--- src/rtl/rocker_pkg.sv ---
// ---------------------------------------------------------------------------
// rocker_pkg
// Shared types and widths for the rocker heartbeat path.
//   PERIOD_W  : width of a beat interval / averaged period in ms
//   SUM_W     : width of the running sum of AVG_DEPTH intervals
//   AVG_DEPTH : number of intervals in the running average
//   FILL_W    : width of the buffer occupancy counter
//   state_t   : meter FSM states
//   averageOf : converts a buffer sum into the truncated average
// ---------------------------------------------------------------------------
package rocker_pkg;

  localparam int PERIOD_W  = 11;
  localparam int SUM_W     = 13;
  localparam int AVG_DEPTH = 4;
  localparam int FILL_W    = 3;

  // IDLE: no reference beat yet. MEASURE: timing from the last accepted beat.
  typedef enum logic {
    IDLE,
    MEASURE
  } state_t;

  // AVG_DEPTH is a power of two, so the divide is a plain shift and the
  // average is truncated rather than rounded.
  function automatic logic [PERIOD_W-1:0] averageOf(input logic [SUM_W-1:0] sum);
    return PERIOD_W'(sum >> $clog2(AVG_DEPTH));
  endfunction

endpackage

--- src/rtl/hartslag_sync.sv ---
// ---------------------------------------------------------------------------
// hartslag_sync
// Brings an asynchronous active-high pin into the clk domain and emits a
// one-cycle pulse for every rising edge. Generic enough for any slow
// asynchronous input.
//   clk     in  system clock
//   reset   in  synchronous, active-low reset
//   async_i in  raw asynchronous input
//   pulse_o out one-cycle pulse on each synchronized rising edge
// ---------------------------------------------------------------------------
module hartslag_sync (
  input  logic clk,
  input  logic reset,
  input  logic async_i,
  output logic pulse_o
);

  // [0] and [1] form the two-flop synchronizer, [2] holds the previous
  // synchronized level for edge detection.
  logic [2:0] sync_q;

  always_ff @(posedge clk) begin
    if (!reset) begin
      sync_q <= '0;
    end else begin
      sync_q <= {sync_q[1:0], async_i};
    end
  end

  assign pulse_o = sync_q[1] & ~sync_q[2];

endmodule

--- src/rtl/hartslag_meter.sv ---
// ---------------------------------------------------------------------------
// hartslag_meter
// Measures the time between heartbeat pulses in ms and reports the running
// average of the last four accepted intervals. Beats arriving too soon after
// the previous accepted beat are ignored; when no beat arrives before the
// timeout the meter reports loss of signal and waits for a fresh reference.
//   Parameters
//     TICK_DIV      clk cycles per 1 ms tick
//     MIN_MS        shortest accepted interval in ms
//     MAX_MS        timeout in ms (must stay below 2048)
//   Ports
//     clk           in  system clock
//     reset         in  synchronous, active-low reset
//     hartslagIngang in raw asynchronous heartbeat pulse, active-high
//     period        out averaged beat interval in ms
//     period_valid  out one-cycle strobe when period updates
//     locked        out high while four valid intervals are buffered
//     lost          out high after timeout until the next accepted beat
// ---------------------------------------------------------------------------
module hartslag_meter
  import rocker_pkg::*;
#(
  parameter int TICK_DIV = 50000,
  parameter int MIN_MS   = 300,
  parameter int MAX_MS   = 2000
) (
  input  logic                clk,
  input  logic                reset,
  input  logic                hartslagIngang,
  output logic [PERIOD_W-1:0] period,
  output logic                period_valid,
  output logic                locked,
  output logic                lost
);

  localparam int                PRE_W     = (TICK_DIV > 1) ? $clog2(TICK_DIV) : 1;
  localparam logic [PRE_W-1:0]  PRE_LAST  = PRE_W'(TICK_DIV - 1);
  localparam logic [PERIOD_W-1:0] MIN_CNT = PERIOD_W'(MIN_MS);
  localparam logic [PERIOD_W-1:0] MAX_CNT = PERIOD_W'(MAX_MS);
  localparam logic [FILL_W-1:0] FILL_FULL = FILL_W'(AVG_DEPTH);

  logic                beat;
  logic                tick;
  logic                timeout;
  logic                accept;
  logic [PERIOD_W-1:0] counterInc;
  logic [FILL_W-1:0]   fillInc;
  logic [SUM_W-1:0]    bufSum;

  state_t              state_q, state_d;
  logic [PRE_W-1:0]    prescaler_q, prescaler_d;
  logic [PERIOD_W-1:0] counter_q, counter_d;
  logic [PERIOD_W-1:0] beatBuf_q [AVG_DEPTH];
  logic [PERIOD_W-1:0] beatBuf_d [AVG_DEPTH];
  logic [FILL_W-1:0]   fill_q, fill_d;
  logic                locked_q, locked_d;
  logic                lost_q, lost_d;
  logic [PERIOD_W-1:0] period_q, period_d;
  logic                periodValid_q, periodValid_d;
  logic                avgPending_q, avgPending_d;

  hartslag_sync uSync (
    .clk     (clk),
    .reset   (reset),
    .async_i (hartslagIngang),
    .pulse_o (beat)
  );

  // The ms tick and the value the interval counter will hold after this
  // edge. Using the post-tick value for the accept decision means a beat
  // landing on a tick edge sees the full elapsed ms count, so N*TICK_DIV
  // cycles between beats measures exactly N.
  always_comb begin
    tick       = (prescaler_q == PRE_LAST);
    counterInc = (counter_q == MAX_CNT) ? counter_q : counter_q + PERIOD_W'(tick);
    fillInc    = (fill_q == FILL_FULL) ? fill_q : fill_q + FILL_W'(1);
    timeout    = (state_q == MEASURE) && (counter_q == MAX_CNT);
    accept     = (state_q == MEASURE) && beat && !timeout &&
                 (counterInc >= MIN_CNT) && (counterInc < MAX_CNT);
  end

  // Sum of the buffered intervals. The averager reads it one cycle after the
  // buffer update, so it always sees the freshly shifted contents.
  always_comb begin
    bufSum = '0;
    for (int i = 0; i < AVG_DEPTH; i++) begin
      bufSum = bufSum + SUM_W'(beatBuf_q[i]);
    end
  end

  // Next-state logic. Timeout is checked before the beat so a beat arriving
  // in the same cycle the counter sits at MAX_MS is discarded.
  always_comb begin
    state_d       = state_q;
    prescaler_d   = prescaler_q;
    counter_d     = counter_q;
    beatBuf_d     = beatBuf_q;
    fill_d        = fill_q;
    locked_d      = locked_q;
    lost_d        = lost_q;
    period_d      = period_q;
    periodValid_d = 1'b0;
    avgPending_d  = 1'b0;

    if (avgPending_q) begin
      period_d      = averageOf(bufSum);
      periodValid_d = 1'b1;
    end

    unique case (state_q)
      IDLE: begin
        if (beat) begin
          prescaler_d = '0;
          counter_d   = '0;
          fill_d      = '0;
          locked_d    = 1'b0;
          lost_d      = 1'b0;
          state_d     = MEASURE;
        end
      end

      MEASURE: begin
        prescaler_d = tick ? '0 : prescaler_q + PRE_W'(1);
        counter_d   = counterInc;

        if (timeout) begin
          lost_d        = 1'b1;
          fill_d        = '0;
          locked_d      = 1'b0;
          period_d      = '0;
          periodValid_d = 1'b0;
          state_d       = IDLE;
        end else if (accept) begin
          beatBuf_d[0] = counterInc;
          for (int i = 1; i < AVG_DEPTH; i++) begin
            beatBuf_d[i] = beatBuf_q[i-1];
          end
          fill_d      = fillInc;
          locked_d    = (fillInc == FILL_FULL);
          avgPending_d = (fillInc == FILL_FULL);
          prescaler_d = '0;
          counter_d   = '0;
        end
      end

      default: begin
        state_d = IDLE;
      end
    endcase
  end

  // State register with synchronous active-low reset; reset drops all
  // buffered intervals so a fresh set of beats is needed afterwards.
  always_ff @(posedge clk) begin
    if (!reset) begin
      state_q       <= IDLE;
      prescaler_q   <= '0;
      counter_q     <= '0;
      for (int i = 0; i < AVG_DEPTH; i++) begin
        beatBuf_q[i] <= '0;
      end
      fill_q        <= '0;
      locked_q      <= 1'b0;
      lost_q        <= 1'b0;
      period_q      <= '0;
      periodValid_q <= 1'b0;
      avgPending_q  <= 1'b0;
    end else begin
      state_q       <= state_d;
      prescaler_q   <= prescaler_d;
      counter_q     <= counter_d;
      beatBuf_q     <= beatBuf_d;
      fill_q        <= fill_d;
      locked_q      <= locked_d;
      lost_q        <= lost_d;
      period_q      <= period_d;
      periodValid_q <= periodValid_d;
      avgPending_q  <= avgPending_d;
    end
  end

  assign period       = period_q;
  assign period_valid = periodValid_q;
  assign locked       = locked_q;
  assign lost         = lost_q;

endmodule

--- config.mk ---
export PLATFORM = sky130hd
export DESIGN_NAME = hartslag_meter
export DESIGN_NICKNAME = d
export VERILOG_FILES = /design/src/rtl/rocker_pkg.sv /design/src/rtl/hartslag_sync.sv /design/src/rtl/hartslag_meter.sv
export SDC_FILE = /design/constraint.sdc
export NUM_CORES = 1
export LEC_CHECK = 0
export CORE_AREA = 4 4 125 115
export DETAILED_ROUTE_END_ITERATION = 6
export DIE_AREA = 0 0 129 119
export PLACE_DENSITY = 0.62
export RECOVER_POWER = 50
export SLEW_MARGIN = 30
export SYNTH_ARGS = -nofsm -noshare
export SYNTH_HDL_FRONTEND = slang
export SYNTH_SLANG_ARGS = --single-unit
--- constraint.sdc ---
create_clock -name clk -period 5 [get_ports clk]
set_input_delay 0.5 -clock clk [delete_from_list [all_inputs] [get_ports clk]]
set_output_delay 0.5 -clock clk [all_outputs]
set_load 0.01 [all_outputs]
# Word-level counts from Yosys, hierarchy flattened

Index checks and enable logic that the tools add are counted.

$add $sub $neg: 6
$mul: 0
Div/mod/pow operators: 0
Magnitude comparators: 2
Equality and inequality tests: 7
Shifts and indexed selects: 0
Multiplexer cells: 30
Bitwise gates (word level): 6
Reductions and logical operators: 10

Operators by type and width:

| operator                                                                              | number |
|---|---|
| 11-bit 2-to-1 mux                                                                     | 7 |
| 16-bit 2-to-1 mux                                                                     | 4 |
| 16-bit one-hot mux with 2 select lines                                                | 1 |
| 11-bit one-hot mux with 2 select lines                                                | 1 |
| 16-bit by 1-bit adder with 16-bit output (second input constant)                      | 1 |
| 16-bit == test (second input constant)                                                | 1 |
| 12-bit by 11-bit adder with 13-bit output                                             | 1 |
| 13-bit by 11-bit adder with 13-bit output                                             | 1 |
| 11-bit by 11-bit adder with 12-bit output                                             | 1 |
| 3-bit 2-to-1 mux                                                                      | 4 |
| 11-bit by 1-bit adder with 11-bit output                                              | 1 |
| 11-bit == test (second input constant)                                                | 1 |
| 11-bit by 9-bit greater-or-equal comparator with 1-bit output (second input constant) | 1 |
| 11-bit less-than comparator (second input constant)                                   | 1 |
| 1-bit 2-to-1 mux                                                                      | 9 |
| 3-bit == test (second input constant)                                                 | 2 |
| 1-bit one-hot mux with 2 select lines                                                 | 3 |
| 3-bit one-hot mux with 2 select lines                                                 | 1 |
| 1-bit logical AND                                                                     | 5 |
| 1-bit inverter                                                                        | 5 |
| 2-bit != test (second input constant)                                                 | 2 |
| 2-bit AND reduction                                                                   | 2 |
| 4-bit OR reduction                                                                    | 1 |
| 3-bit by 1-bit adder with 3-bit output (second input constant)                        | 1 |
| other kinds (4)                                                                       | 4 |

Register bits: 93
Bits in latches: 0
RAM bits: 0
Memory bits (read-only): 0
Input port bits: 3
Output and inout bits: 14
Word-level logic and storage cells: 75
Memories: 0

# Longest topological paths before layout

Gate-level depths: netlist of the first run.

Depth after elaboration: 9
Mapped depth: 16
Mapped depth without buffers: 13

# Cells and area by module

A second synthesis of the first run with hierarchy kept.

Cell total of the unflattened synthesis: 562
Area, all modules: 5,200.0 um^2

Modules (own cells, without submodules):

| module         | instances | cells an instance | area each (um^2) | seq. area each (um^2) |
|---|---|---|---|---|
| hartslag_meter | 1         | 555               | 5,107.4          | 1,801.7 |
| hartslag_sync  | 1         | 7                 | 92.6             | 60.1 |

# Worst setup path after synthesis of the first run

Ideal clock, no wire load.

Path type: reg-to-reg
Start point: reg prescaler_q[0]
End point: reg prescaler_q[10]
Library setup time: 74 ps
Arrival time: 3,628 ps
Data required time: 4,926 ps
Slack: 1,298 ps
Stages on the path, launching flop included: 16
Buffers on the path: 2
Period minus slack after synthesis: 3,702 ps
Cell sequence: dfxtp_1 -> ha_1 -> and3_1 -> clkbuf_1 -> nand4_1 -> nor4_1 -> ha_1 -> ha_1 -> nand3_1 -> or3_1 -> a222oi_1 -> a31oi_1 -> o31a_2 -> buf_6 -> or3_1 -> a31oi_1

Longest elaborated chain between the ends: 9
Elaborated cells on any way between the ends: 12
Those cells by class: add/sub: 2; order compare: 2; eq/ne: 1; mux: 5; reduce/logical: 2

RTL lines:

| item                                                          | RTL line              | text |
|---|---|---|
| from (decl)                                                   | hartslag_meter.sv:51  | `logic [PRE_W-1:0] prescaler_q, prescaler_d;` |
| from (signal assigned)                                        | hartslag_meter.sv:170 | `prescaler_q <= prescaler_d;` |
| 16-bit == test                                                | hartslag_meter.sv:74  | `tick = (prescaler_q == PRE_LAST);` |
| 11-bit by 1-bit adder with 11-bit output                      | hartslag_meter.sv:75  | `counterInc = (counter_q == MAX_CNT) ? counter_q : counter_q + PERIOD_W'(tick);` |
| 11-bit 2-to-1 mux                                             | hartslag_meter.sv:75  |  |
| 11-bit by 9-bit greater-or-equal comparator with 1-bit output | hartslag_meter.sv:79  | `(counterInc >= MIN_CNT) && (counterInc < MAX_CNT);` |
| 1-bit logical AND                                             | hartslag_meter.sv:78  | `accept = (state_q == MEASURE) && beat && !timeout &&` |
| 1-bit logical AND                                             | hartslag_meter.sv:79  |  |
| 16-bit 2-to-1 mux                                             | hartslag_meter.sv:133 | `end else if (accept) begin` |
| 16-bit 2-to-1 mux (*)                                         | hartslag_meter.sv:126 | `if (timeout) begin` |
| 16-bit one-hot mux with 2 select lines (*)                    | hartslag_meter.sv:110 | `unique case (state_q)` |

Mark *: on every way between the ends. The rest lies on a longest branch, timed or not.
A chain may end at the register's enable or synchronous reset.

# Worst setup path after layout of the first run

Start point: reg prescaler_q[0]
End point: reg prescaler_q[11]

Same word-level chain as after synthesis.

==> results.md, run 1 <==
- Outcome: finished, violations left
- Failing checks: max-capacitance violations, max-slew violations
- # fillers: 1319
- Final WL: 11700 microns
- Met1 usage: 21.4%
- Cells after Synth: 602
- Drt first pass iters: 5
- Startpoint Class: register
- Pwr Total: 1490 uW
- Register area share after synthesis: 36.2%
- Flops & latches, synth: 93
- Pwr Density: 259 nW/um^2
- Input/output buffers: 16
- Tmin final: 4570 ps
- Root Buffer: clkbuf_16
- Largest net degree at the start of global routing: 63
- P_leak: 0.00217 uW
- CTS Hold Bufs: 0
- DR WL/cell: 15.1 microns
- Peak supply drop: 0.000180 V
- Async SR Flop Fraction: 0%
- RSZ-0062 raised after global routing: no
- Slew @ Worst Pin: 2170 ps
- Vias in the first global route: 4094
- Clock slew at reported path FFs: 60 ps
- Finished Layout Cells: 773
- Share of cells above drive strength 1: 4.96%
- CP max FO: 38
- Iteration-0 DRC count of the detailed router: 292
- CP max-delay cell: or3_1
- Grt total ovfl: 0
- Initial antenna violation count: 0
- Gr usage total: 15.8%
- Syn Nets: 642
- Final #Nets: 640
- Setup violators final: 0
- Mapped cell area: 5140 sq um
- Post-route ant nets: 0
- Starting Density: 39.2%
- Worst hold slack: 467 ps
- Io pins: 17
- Relative slew slack: -44.8%
- M2 GR Usage: 25.8%
- N_diodes: 0
- Vias: 4254
- Maxcap violations: 1
- Final Wtd Congestion: 0.906
- Critical Path End Type: register
- Clk Latency, worst-skew pair: 340 ps
- Grt peak-use layer: met2
- Die area: 15400 sq um
- Synth warnings: 0
- CP Cell Sequence: ha_1 > and3_1 > nand4_1 > nor4_1 > ha_1 > ha_1 > nand3_1 > or3_1 > a222oi_1 > a31oi_1 > o31a_4 > buf_12 > or3_1 > a31oi_1
- FP Rows: 40
- P&R area growth vs syn: 11.9%
- DRC: 0
- Vias per inst: 5.50
- # clock sinks: 93
- Tcrit/Tclk final: 91.4%
- Fmax: 0.219 GHz
- Leading cell type in the layout, fill and taps excluded: nand2_1
- Final Hold Viols: 0
- Post-synth EDFFs: 0
- Routing usage on met3: 2.60%
- Setup Skew: 8.08 ps
- Setup TNS: 0 ps
- Num CTS Buffers: 9
- Crit path required time: 5240 ps
- CTS tree: built
- Longest Clk Path Bufs: 2
- CP peak stage delay: 410 ps
- Synth Flop Type: dfxtp_1
- Die width: 129 microns
- Most common cell type on the critical path: ha_1
- Worst Path Arrival: 4810 ps
- Max-slew violations: 63
- Most frequent cells in the layout: nand2_1 (109), dfxtp_1 (93), a21boi_0 (44)
- Worst hold-check path type: register to register
- Dpl hpwl: 8230 microns
- H-Tree Depth: 3
- Die Span Y: 119 microns
- Core area: 13100 sq um
- First-pass GRT wire length: 19900 microns
- DP Cell Count: 757
- Netlist cell types: 57
- Kind of critical path: register to register
- Design Area, Final: 5760 sq um
- Placed inst area: 5450 sq um
- Mean Syn Cell Area: 8.54 sq um
## registers in the layout, indices dropped and copies added, names as in the netlist
register      count
avgPending_q      1
beatBuf_q        44
counter_q        11
fill_q            3
locked            1
lost              1
period           11
period_valid      1
prescaler_q      16
state_q           1
uSync.sync_q      3
## cells in the mapped netlist (3+ instances only)
library cell / n / area [sq um]
nor3_1: 7 / 35.0
nor2_1: 28 / 105
nor4_1: 3 / 18.8
fa_1: 22 / 440
clkbuf_1: 23 / 86.3
nor2b_1: 6 / 37.5
nand4_1: 9 / 56.3
o21bai_1: 3 / 22.5
a21o_1: 5 / 37.5
nand3b_1: 7 / 52.6
nand3_1: 24 / 120
or3_1: 12 / 75.1
xnor2_1: 4 / 35.0
xor2_1: 7 / 61.3
o211a_1: 4 / 40.0
o21ai_0: 16 / 80.1
and3_1: 9 / 56.3
o311a_1: 3 / 30.0
or4_1: 3 / 22.5
mux2i_1: 7 / 70.1
nand2b_1: 6 / 37.5
buf_2: 10 / 50.1
o211ai_1: 3 / 22.5
a21oi_1: 15 / 75.1
and2_1: 9 / 56.3
a22o_1: 4 / 35.0
dfxtp_1: 93 / 1860
o31ai_1: 9 / 67.6
a31oi_1: 20 / 125
inv_1: 30 / 113
ha_1: 15 / 188
nand2_1: 109 / 409
a21boi_0: 44 / 330
## cell type report
| type | count | area, sq um | area share, % |
|---|---|---|---|
| multi-input cells | 444 | 3040 | 52.7 |
| flip-flops and latches | 93 | 1860 | 32.3 |
| clock buffers | 10 | 239 | 4.15 |
| repair buffers | 22 | 228 | 3.95 |
| well taps | 168 | 210 | 3.65 |
| inverters | 30 | 113 | 1.96 |
| clock inverters | 6 | 71.3 | 1.24 |
## what timing repair did
item,CTS,global route
resized for setup,0,1
setup buffers,0,0
hold endpoints to repair,0,0
setup endpoints to repair,0,2
## cells by family after synthesis
kind of cell | after synthesis | synth area share [%]
compound gates | 146 | 20.3
fa+ha+maj | 37 | 12.2
xor+xnor | 11 | 1.87
flops | 93 | 36.2
mux | 7 | 1.36
buf+inv | 65 | 5.21
simple gates | 243 | 22.9
## metrics by stage
| step | worst slack (ps) | utilization (%) |
|---|---|---|
| 6_report | 429 | 43.9 |
| 5_1_grt | 71.7 | 43.9 |
| 4_1_cts | 420 | 43.9 |
| 3_5_place_dp | 451 | 41.5 |
| 3_3_place_gp | 669 | 41.4 |
| 2_1_floorplan | 1300 | - |
## path summary, 6_finish.rpt
kind	to	cells after the start	slack (ps)	start
worst max-delay path	prescaler_q[11]$_SDFFE_PN0P_	14	430	prescaler_q[0]$_SDFFE_PN0P_
worst min-delay path	beatBuf_q[2]$_SDFFE_PN0P_	2	470	beatBuf_q[2]$_SDFFE_PN0P_
worst max register to register	prescaler_q[11]$_SDFFE_PN0P_	14	430	prescaler_q[0]$_SDFFE_PN0P_
worst min register to register	beatBuf_q[2]$_SDFFE_PN0P_	2	470	beatBuf_q[2]$_SDFFE_PN0P_
## where the power goes
group / total, uW / internal [uW] / leakage [uW] / switching, uW
Sequential: 745 / 742 / 0.000749 / 3.12
Combinational: 40.6 / 14.4 / 0.00128 / 26.3
Clock: 705 / 405 / 0.000145 / 300
## critical path, delay by kind of cell, from the launching register on
kind	cells	cell delay, ps
and+or+nand+nor	6	1780
AOI/OAI and AO/OA	4	1220
adders and majority gates	3	820
DFF	1	400
buffers and inverters	1	230
## metal layers
metal	wire length [microns]	up-vias	share of wire, %
li1	-	2105	-
met1	5580	2040	48
met2	5520	99	47
met3	444	10	3.8
met4	136	0	1.2
met5	0	-	0
Power figures use the tool's default switching activity.
==> inputs of run 2 (changes only) <==
CORE_AREA = 4 4 126 116   (was 4 4 125 115)
DIE_AREA = 0 0 130 120   (was 0 0 129 119)
SETUP_SLACK_MARGIN = 0.02   (was not set)
SYNTH_HIERARCHICAL = 1   (was not set)
==> results.md, run 2 <==
- Top cell type's share of synthesized area: 35.8%
- Outcome: completed
- Max-slew violations: 0
- P&R area growth vs syn: 11.2%
- Met2 wire length: 5120 microns
- Vias per inst: 5.43
- Longest Clk Path Bufs: 2
- Worst hold slack: 437 ps
- Leading cell type in the layout, fill and taps excluded: dfxtp_1
- Worst Path Arrival: 4810 ps
- Flops & latches, synth: 93
- WL met3: 353 microns
- Core area: 13200 sq um
- # clock sinks: 93
- CP max FO: 28
- Mean Syn Cell Area: 9.25 sq um
- Die Span Y: 120 microns
- Maxcap violations: 0
- DP Cell Count: 721
- Gr usage total: 14.4%
- Largest area contributor in the netlist: dfxtp_1
- Final Wtd Congestion: 0.873
- Multi-input combinational cell area: 3040 sq um
- Final Hold Viols: 0
- Slew @ Worst Pin: 1350 ps
- Share of cells above drive strength 1: 8.07%
- Pre-CTS setup slack: 216 ps
- Cells after Synth: 562
- P_int: 1120 uW
- Max reg flops: 44
- Vias: 4009
- Drt first pass iters: 5
- Initial antenna violation count: 0
- Largest registers: beatBuf_q: 44 flops, prescaler_q: 16 flops
- Starting Density: 39.4%
- Clock Power Share: 46.0%
- Setup Skew: 8.04 ps
- Synth area leaders: dfxtp_1 (36%), mux2i_1 (10%), fa_1 (8.5%)
- CTS Hold Bufs: 0
- P_leak: 0.00225 uW
- Netlist cell types: 68
- Register Area: 1860 sq um
- Async SR Flop Fraction: 0%
- Placed inst area: 5460 sq um
- Input/output buffers: 16
- P_sw: 327 uW
- Iteration-0 DRC count of the detailed router: 277
- First-pass GRT wire length: 18300 microns
- Register share of total power: 51.4%
- Fmax: 0.219 GHz
- Mapped cell area: 5200 sq um
- N_diodes: 0
- Clock slew at reported path FFs: 60 ps
- Setup violators final: 0
- Io pins: 17
- Root Buffer: clkbuf_16
- Largest net degree at the start of global routing: 32
- M1 wire length: 4980 microns
- Most frequent cells in the layout: dfxtp_1 (93), nor2_1 (64), mux2i_1 (53)
- Die area: 15600 sq um
- Most numerous cell in the Yosys netlist: dfxtp_1
- Design Area, Final: 5780 sq um
- Total setup buffers inserted after CTS: 0
- Kind of critical path: register to register
- Worst hold-check path type: register to register
- Post-CTS sizing: 0
- Relative slew slack: 9.19%
- Final worst slack: 436 ps
- Register bank with the most flops: beatBuf_q
- Crit path required time: 5240 ps
- Final WL: 10700 microns
- Synth Flop Type: dfxtp_1
- Combinational share of power: 2.6%
- Setup TNS: 0 ps
- Final #Nets: 605
- Sw Ratio: 22.6%
- Post-synth EDFFs: 0
- RSZ-0062 raised after global routing: no
- CTS tree: built
- FP Rows: 40
- Grt total ovfl: 0
- Die width: 130 microns
- Pwr Density: 251 nW/um^2
- Post-route ant nets: 0
- Finished Layout Cells: 738
- Num CTS Buffers: 9
- Peak supply drop: 0.000192 V
- DR WL/cell: 14.5 microns
- Tcrit/Tclk final: 91.3%
- Vias in the first global route: 3902
- Clk Latency, worst-skew pair: 340 ps
- DRC: 0
- Synth warnings: 6
- Syn Nets: 602
- Startpoint Class: register
- # fillers: 1291
- Register area share after synthesis: 35.8%
- Top sig layer: met4
- Critical Path End Type: register
- Dpl hpwl: 7630 microns
- Tmin final: 4560 ps
- Commonest cells in the netlist: dfxtp_1 (93), nor2_1 (65), mux2i_1 (53)
- H-Tree Depth: 3
==> run 2: cell types whose count changed in the layout (fill, tap and decap cells not counted), sizes merged, moves of 6 or more <==
cell,delta
a21boi,-43
or3,-11
inv,+9
nor2,+37
nand2,-76
a21oi,+6
xnor2,+6
nand3,+8
o31ai,-6
mux2i,+46
==> run 2: final timing paths <==
path / start / end / slack (ps) / cells past startpoint
max reg2reg: prescaler_q[10]$_SDFFE_PN0P_ / counter_q[2]$_SDFFE_PN0P_ / 440 / 13
max: prescaler_q[10]$_SDFFE_PN0P_ / counter_q[2]$_SDFFE_PN0P_ / 440 / 13
min reg2reg: uSync/sync_q[0]$_SDFF_PN0_ / uSync/sync_q[1]$_SDFF_PN0_ / 440 / 1
min: uSync/sync_q[0]$_SDFF_PN0_ / uSync/sync_q[1]$_SDFF_PN0_ / 440 / 1
==> run 2: layer usage <==
metal,GRT usage (%),up-vias
met1,18.4,1933
met3,2.67,16
met2,23.6,84
li1,-,1976
met5,0,-
met4,6.04,0
==> run 2: cells by family after synthesis <==
group / after synthesis / synth area share [%]
AND/OR/NAND/NOR: 195 / 19.4
AO/OA/AOI/OAI: 93 / 12.6
flip-flops: 93 / 35.8
buffers and inverters: 71 / 6.30
multiplexers: 55 / 10.6
adder cells (fa/ha/maj): 37 / 12.1
XOR/XNOR: 18 / 3.18
==> run 2: stage by stage <==
stage / power [uW] / utilization (%)
detailed placement: 800 / 41.3
global placement: 799 / 41.3
global route: 1500 / 43.8
CTS: 1470 / 43.6
finish: 1450 / 43.8
floorplan: 788 / -
==> run 2: cell type report <==
class | instances | area share [%]
multi-input cells | 399 | 52.6
clock buffers | 11 | 4.37
inverters | 38 | 2.47
clock inverters | 5 | 0.736
flip-flops and latches | 93 | 32.2
well taps | 168 | 3.64
repair buffers | 24 | 4.03
==> run 2: power groups by stage <==
| stage | combinational [uW] | clock (uW) | sequential, uW |
|---|---|---|---|
| floorplan | 27.7 | 0 | 760 |
| global placement | 36.9 | 0 | 762 |
| detailed placement | 38.1 | 0 | 762 |
| CTS | 38.1 | 684 | 745 |
| global route | 42.2 | 718 | 744 |
| finish | 38.0 | 667 | 745 |
==> run 2: worst max-delay path: stages (launching register included) <==
cell      delay, ps
dfxtp_1         330
or4b_1          510
or4_1           530
nor4_4          260
ha_1            310
ha_1            360
and3_1          370
nand2_1         160
o32ai_2         280
nand4_2         240
o221ai_2        510
buf_12          240
a31oi_1         100
o32ai_1         240
==> inputs of run 3 (changes only) <==
REMOVE_ABC_BUFFERS = 1   (was not set)
==> results.md, run 3 (same netlist as run 2, synthesis figures left out) <==
- Max-slew violations: 0
- Outcome: completed
- Io pins: 17
- Worst hold slack: 433 ps
- Final Hold Viols: 0
- DRC: 0
- Gr usage total: 14.1%
- Largest registers: beatBuf_q: 44 flops, prescaler_q: 16 flops
- Placed inst area: 5440 sq um
- Total setup buffers inserted after CTS: 0
- Setup violators final: 0
- Relative slew slack: 4.15%
- Register bank with the most flops: beatBuf_q
- Maxcap violations: 0
- Most frequent cells in the layout: dfxtp_1 (93), nor2_1 (64), mux2i_1 (53)
- CTS Hold Bufs: 0
- Fmax: 0.217 GHz
- Die width: 130 microns
- CTS tree: built
- Hold depth: 1
- Pwr Density: 254 nW/um^2
- Max reg flops: 44
- Starting Density: 39.4%
- Vias: 3899
- Num CTS Buffers: 9
- Crit path required time: 5250 ps
- Peak supply drop: 0.000199 V
- P_leak: 0.00222 uW
- Longest Clk Path Bufs: 2
- Final WL: 10200 microns
- Pre-CTS setup slack: 456 ps
- Vias in the first global route: 3797
- R2R cell count: 15
- Tcrit/Tclk final: 92.1%
- Kind of critical path: register to register
- Design Area, Final: 5730 sq um
- P&R area growth vs syn: 10.3%
- # clock sinks: 93
- Setup Skew: 7.64 ps
- Worst Path Arrival: 4860 ps
- H-Tree Depth: 3
- RSZ-0062 raised after global routing: no
- Largest net degree at the start of global routing: 51
- Die area: 15600 sq um
- Dpl hpwl: 7210 microns
- Grt total ovfl: 0
- Tmin final: 4610 ps
- Clock slew at reported path FFs: 60 ps
- Drt first pass iters: 4
- Final worst slack: 394 ps
- DP Cell Count: 720
- CP max FO: 15
- Startpoint Class: register
- Worst hold-check path type: register to register
- Leading cell type in the layout, fill and taps excluded: dfxtp_1
- Final #Nets: 603
- Input/output buffers: 16
- Share of cells above drive strength 1: 6.87%
- Iteration-0 DRC count of the detailed router: 277
- Finished Layout Cells: 736
- Clk Latency, worst-skew pair: 340 ps
- Critical Path End Type: register
- Slew @ Worst Pin: 1420 ps
- FP Rows: 40
- Post-route ant nets: 0
- DR WL/cell: 13.8 microns
- Die Span Y: 120 microns
- First-pass GRT wire length: 18000 microns
- Vias per inst: 5.30
- Core area: 13200 sq um
- Final Wtd Congestion: 0.846
- Initial antenna violation count: 0
- Root Buffer: clkbuf_16
- N_diodes: 0
-- run 3: timing repair --
item | CTS | global route
resized for setup | 0 | 1
setup endpoints to repair | 0 | 13
endpoints found under the hold margin | 0 | 0
-- run 3: critical path, stage by stage (launching register included) --
cell      delay, ps
dfxtp_1         420
ha_1            250
and3_1          220
nand2_1          70
or4_1           450
nor4_4          260
ha_1            320
ha_1            370
and3_1          390
nand4_2         140
xnor2_1         300
nand4_2         240
o221ai_2        240
clkbuf_2        360
nand2_1         230
o31ai_1         270
-- run 3: worst paths after layout --
| path | startpoint | end | slack (ps) |
|---|---|---|---|
| hold reg to reg | uSync/sync_q[0]$_SDFF_PN0_ | uSync/sync_q[1]$_SDFF_PN0_ | 430 |
| setup / recovery | prescaler_q[0]$_SDFFE_PN0P_ | prescaler_q[7]$_SDFFE_PN0P_ | 390 |
| hold / removal | uSync/sync_q[0]$_SDFF_PN0_ | uSync/sync_q[1]$_SDFF_PN0_ | 430 |
| setup reg to reg | prescaler_q[0]$_SDFFE_PN0P_ | prescaler_q[7]$_SDFFE_PN0P_ | 390 |
-- run 3: where the power goes --
group / internal (uW) / switching (uW) / total [uW]
Sequential: 743 / 2.58 / 745
Combinational: 10.6 / 26.9 / 37.5
Clock: 402 / 271 / 673
Total: 1150 / 301 / 1460
-- run 3: layer usage --
| metal | GRT usage, % | wire (microns) |
|---|---|---|
| met4 | 5.26 | 155 |
| met1 | 19.2 | 4880 |
| met5 | 0 | 0 |
| met3 | 3.07 | 461 |
| met2 | 21.8 | 4660 |
-- run 3: cell type report --
type                    count  area (sq um)
repair buffers             23           210
well taps                 168           210
inverters                  38           143
fillers                  1299          7480
flip-flops and latches     93          1860
multi-input cells         398          3010
clock inverters             3          45.0
clock buffers              13           250
-- run 3: per-stage QoR --
stage | util, % | power [uW] | setup TNS [ps]
CTS | 43.4 | 1480 | 0
global placement | 41.2 | 799 | 0
finish | 43.4 | 1460 | 0
floorplan | - | 785 | -1.53
global route | 43.4 | 1510 | 0
detailed placement | 41.2 | 799 | 0
